## src/rtl/ram8_reg16.sv

```systemverilog
// Eight-word x 16-bit register bank: DMux8Way load steering, per-word hold-mux flops, Mux8Way16 read.
// Optional write-through read path enabled by defining READ_BYPASS_EN.
module ram8_reg16 #(
  parameter int unsigned          WIDTH     = 16,
  parameter logic [0:WIDTH-1]     RESET_VAL = '0
) (
  input  logic             clock,
  input  logic             rst_n,
  input  logic [0:WIDTH-1] in,
  input  logic             load,
  input  logic [0:2]       address,
  output logic [0:WIDTH-1] out
);

  if (WIDTH != 16) begin : g_width_check
    $error("ram8_reg16 supports WIDTH=16 only");
  end

  // address[0] is the least significant select bit despite the ascending declaration.
  logic [2:0]       sel;
  logic [7:0]       load_k;
  logic [0:WIDTH-1] words [8];
  logic [0:WIDTH-1] stored;

  always_comb begin
    sel = {address[2], address[1], address[0]};
  end

  always_comb begin
    load_k      = '0;
    load_k[sel] = load;
  end

  for (genvar g = 0; g < 8; g++) begin : g_word
    always_ff @(posedge clock or negedge rst_n) begin
      if (!rst_n) begin
        words[g] <= RESET_VAL;
      end else if (load_k[g]) begin
        words[g] <= in;
      end
    end
  end

  always_comb begin
    stored = words[sel];
  end

`ifdef READ_BYPASS_EN
  always_comb begin
    out = (rst_n && load) ? in : stored;
  end
`else
  always_comb begin
    out = stored;
  end
`endif

endmodule
```

## config.mk

```make
export PLATFORM = sky130hd
export DESIGN_NAME = ram8_reg16
export DESIGN_NICKNAME = d
export VERILOG_FILES = /design/src/rtl/ram8_reg16.sv
export SDC_FILE = /design/constraint.sdc
export NUM_CORES = 1
export LEC_CHECK = 0
export BUFFER_PORTS_ARGS = -buffer_cell sky130_fd_sc_hd__buf_4
export CAP_MARGIN = 25
export CORE_MARGIN = 2
export CORE_UTILIZATION = 40
export DETAILED_ROUTE_END_ITERATION = 10
export MAX_ROUTING_LAYER = met4
export PLACE_DENSITY_LB_ADDON = 0.2
export REMOVE_ABC_BUFFERS = 1
export SKIP_LAST_GASP = 1
export SLEW_MARGIN = 20
export SYNTH_ARGS = -nofsm -noshare
export SYNTH_HDL_FRONTEND = slang
export SYNTH_SLANG_ARGS = --single-unit
```

## constraint.sdc

```tcl
create_clock -name clock -period 1.45 [get_ports clock]
set_input_delay 0.145 -clock clock [delete_from_list [all_inputs] [get_ports clock]]
set_output_delay 0.145 -clock clock [all_outputs]
set_load 0.03 [all_outputs]
```

==> run_results.csv <==
group,metric,value,unit
floorplanning,die_h,127,um
critical_path,cp.required,1.31,ns
critical_path,start_kind,"register",
logic_synthesis,ys_top_cells_by_area,"dfrtp_1, mux2_2, mux2_4",
floorplanning,initial_core_util,0.405,
logic_synthesis,synth_compound_area_frac,0.0622,
sta,worst_pin_slew,0.428,ns
cts,cts_tree,"built",
power_and_ir_drop,cellPowerDensity,1530,mW/mm^2
cts,clock_path_buffers,2,
global_route,track_usage,0.199,
layout,fin_cells,705,
sta,setup_viol,16,
detailed_routing,ant_nets,0,
logic_synthesis,yosys.area.top_type_share,0.526,
detailed_routing,wire_per_inst,20.6,um
logic_synthesis,netlist_area,0.00609,mm^2
critical_path,r2r_cells,2,
logic_synthesis,synth_fa_ha_area_frac,0,
detailed_routing,drt_iter0_markers,201,
sta,fmax,547,MHz
floorplanning,die_area,0.0162,mm^2
layout,area_growth,27.3,%
floorplanning,core_area,0.0150,mm^2
sta,fin_crit_sh,1.26,
detailed_routing,first_pass_iters,5,
place,dp_cells,669,
critical_path,critPathMaxStageDelay,0.47,ns
layout,reg_top3,"words: 128 flops",
place,io_buffers,37,
logic_synthesis,synthMuxAreaShare,0.336,
run_status,status,"complete, but fails checks",
cts,htreeDepth,4,
critical_path,cp.arrival,1.68,ns
cts,path_clk_slew,0.06,ns
sta,setup_ws,-0.380,ns
global_route,grt_pass1_wl,23.5,mm
global_route,overflow,0,
hold_path,worstHoldStart,"in[11]",
detailed_routing,routed_wl,14.5,mm
sta,slew_headroom,0.715,
sta,hold_viol,0,
sta,finalMaxSlewViolations,0,
critical_path,slowest_stage,"mux4_2",
logic_synthesis,synth-xor-area-share,0,
place,dpl.hpwl,9.71,mm
power_and_ir_drop,p_total,11.9,mW
critical_path,crit_type,"register to primary output",
layout,largest-register,"words",
logic_synthesis,ys_seq_area_frac,0.526,
logic_synthesis,synth_top_family_by_area,"multiplexers",
power_and_ir_drop,p_leak,3.51,nW
cts,clock_latency,0.42,ns
critical_path,worstPathCellList,"mux4_2 > nand2_1 > o21ai_1 > a21o_1 > buf_6",
detailed_routing,num_vias,3768,
detailed_routing,drc,0,
logic_synthesis,synthCells,410,
global_route,antenna_found_initial,0,
place,globalplace.congestion,0.781,
layout,drive_above_1_share,0.594,
critical_path,rrSetupSlack,0.56,ns
critical_path,reg2reg_to,"words[12]",
global_route,grt_max_degree,49,
critical_path,r2r_start,"words[12]",
sta,min_period,1.83,ns
layout,largest_reg_flops,128,
logic_synthesis,avgSynthCellArea,14.9,um^2
critical_path,worstSetupEndpointType,"primary output",
cts,cts_root_buf,"clkbuf_16",
cts,cts_num_sinks,128,
global_route,grt_pass1_vias,4091,
cts,numCtsBuffers,17,
run_status,failed_checks,"negative setup slack",
sta,rsz0062_at_grt,"true",
sta,fin_skew,0,ns
hold_path,min_path_cells,2,
critical_path,startpoint,"words[12]",
logic_synthesis,synth-simple-area-share,0.0386,
logic_synthesis,synth_largest_area_cell,"dfrtp_1",
power_and_ir_drop,vdd_drop_max,1.10,mV
hold_path,hold_end,"words[68]",
hold_path,worstHoldPathType,"input pin to register",
logic_synthesis,ys_seq_elements,128,
floorplanning,die_x,127,um
logic_synthesis,yosysUniqueCellTypes,34,
floorplanning,row_count,45,
layout,nNetsFinal,526,
floorplanning,io_pins,38,
critical_path,crit_fanout,2,
logic_synthesis,yosysWarnings,0,
detailed_routing,via_per_inst,5.34,
job,drv_cap,0,
layout,diodes,0,
place,place_ws,-0.277,ns
-- cell usage after synthesis --
master / count
a21o_1: 1
dfrtp_1: 128
buf_2: 5
mux2_2: 114
o22ai_1: 12
mux2i_1: 28
and3_2: 1
mux4_2: 1
nor3_2: 2
buf_6: 10
nand2b_4: 1
clkbuf_1: 1
a21oi_1: 12
a22oi_1: 14
o21ai_1: 9
o21ai_0: 5
nand4_4: 2
nor3b_4: 1
nor3_4: 2
buf_8: 1
a221oi_1: 4
o221ai_1: 1
buf_4: 6
mux2_1: 1
inv_2: 1
nor2b_1: 2
nor2_1: 6
nand2b_1: 1
nand2_1: 3
buf_12: 1
a311o_1: 1
nand4b_4: 2
mux2_4: 30
a211oi_1: 1
-- logic make-up after synthesis --
group | Yosys count
flip-flops | 128
AND/OR/NAND/NOR | 23
buffers and inverters | 25
AO/OA/AOI/OAI | 60
multiplexers | 174
-- layout make-up --
class / instances / area, um^2
fill: 1282 / 7280
sequential: 128 / 3200
multi-input combinational: 257 / 2780
timing repair buffer: 99 / 873
clock buffer: 18 / 439
tap: 188 / 235
clock inverter: 14 / 214
inverter: 1 / 3.75
-- layer usage --
metal  track usage  share of wire
met1         0.262           0.46
met5             -              0
met2         0.310           0.49
met4        0.0659          0.016
met3        0.0423          0.035
-- metrics by stage --
stage	TNS (ns)	cell area, um^2	util	hold slack [ns]
floorplan	-0.218	5870	-	-0.151
global placement	-9.93	6930	0.461	0.100
detailed placement	-10.71	6930	0.461	0.108
CTS	-3.19	7730	0.514	0.00286
global route	-4.15	7750	0.516	0.0134
finish	-2.84	7750	0.516	0.0175
-- how the worst max path moves through the flow --
stage | slack (ns) | depth (start not counted) | to
CTS | -0.39 | 5 | out[3]
floorplan | -0.04 | 3 | words[48]
detailed placement | -0.28 | 5 | words[51]
global placement | -0.27 | 5 | words[51]
finish | -0.38 | 5 | out[3]
global route | -0.43 | 5 | out[3]
-- cell usage in the layout (no fill, tap or decap), types with 2 or more instances in the layout --
| master | instances |
|---|---|
| a21oi_1 | 12 |
| mux2_2 | 110 |
| nor3_4 | 3 |
| mux2i_1 | 28 |
| a22oi_1 | 3 |
| a221oi_2 | 4 |
| nor2b_1 | 2 |
| buf_12 | 9 |
| clkinv_2 | 3 |
| nor2_1 | 5 |
| mux2_4 | 35 |
| nand4b_4 | 2 |
| buf_4 | 85 |
| buf_6 | 4 |
| nand4_4 | 2 |
| o21ai_2 | 2 |
| o22ai_1 | 12 |
| dfrtp_1 | 128 |
| clkinv_4 | 3 |
| a22oi_2 | 11 |
| bufinv_16 | 5 |
| clkbuf_16 | 17 |
| o21ai_1 | 12 |
| nand2_1 | 3 |
| clkinvlp_4 | 3 |
-- critical path: cells and delay by family, from the launching register on --
family	cells	cell delay (ns)
buf+inv	1	0.13
compound gates	2	0.21
mux	1	0.47
simple gates	1	0.07
flops	1	0.39
-- timing repair --
action / in CTS / in global routing
buffers inserted: 1 / 2
setup endpoints to repair: 16 / 16
hold buffers: 1 / 0
resized for setup: 31 / 3
hold endpoints to repair: 25 / 0
pin swaps: 11 / 6
-- report_power, final --
group | internal [mW] | switching [mW] | total, mW
combinational | 1.37 | 1.01 | 2.38
sequential | 4.37 | 0.426 | 4.79
clock | 3.09 | 1.60 | 4.69
Note: power is estimated with default switching activity, not from simulation.
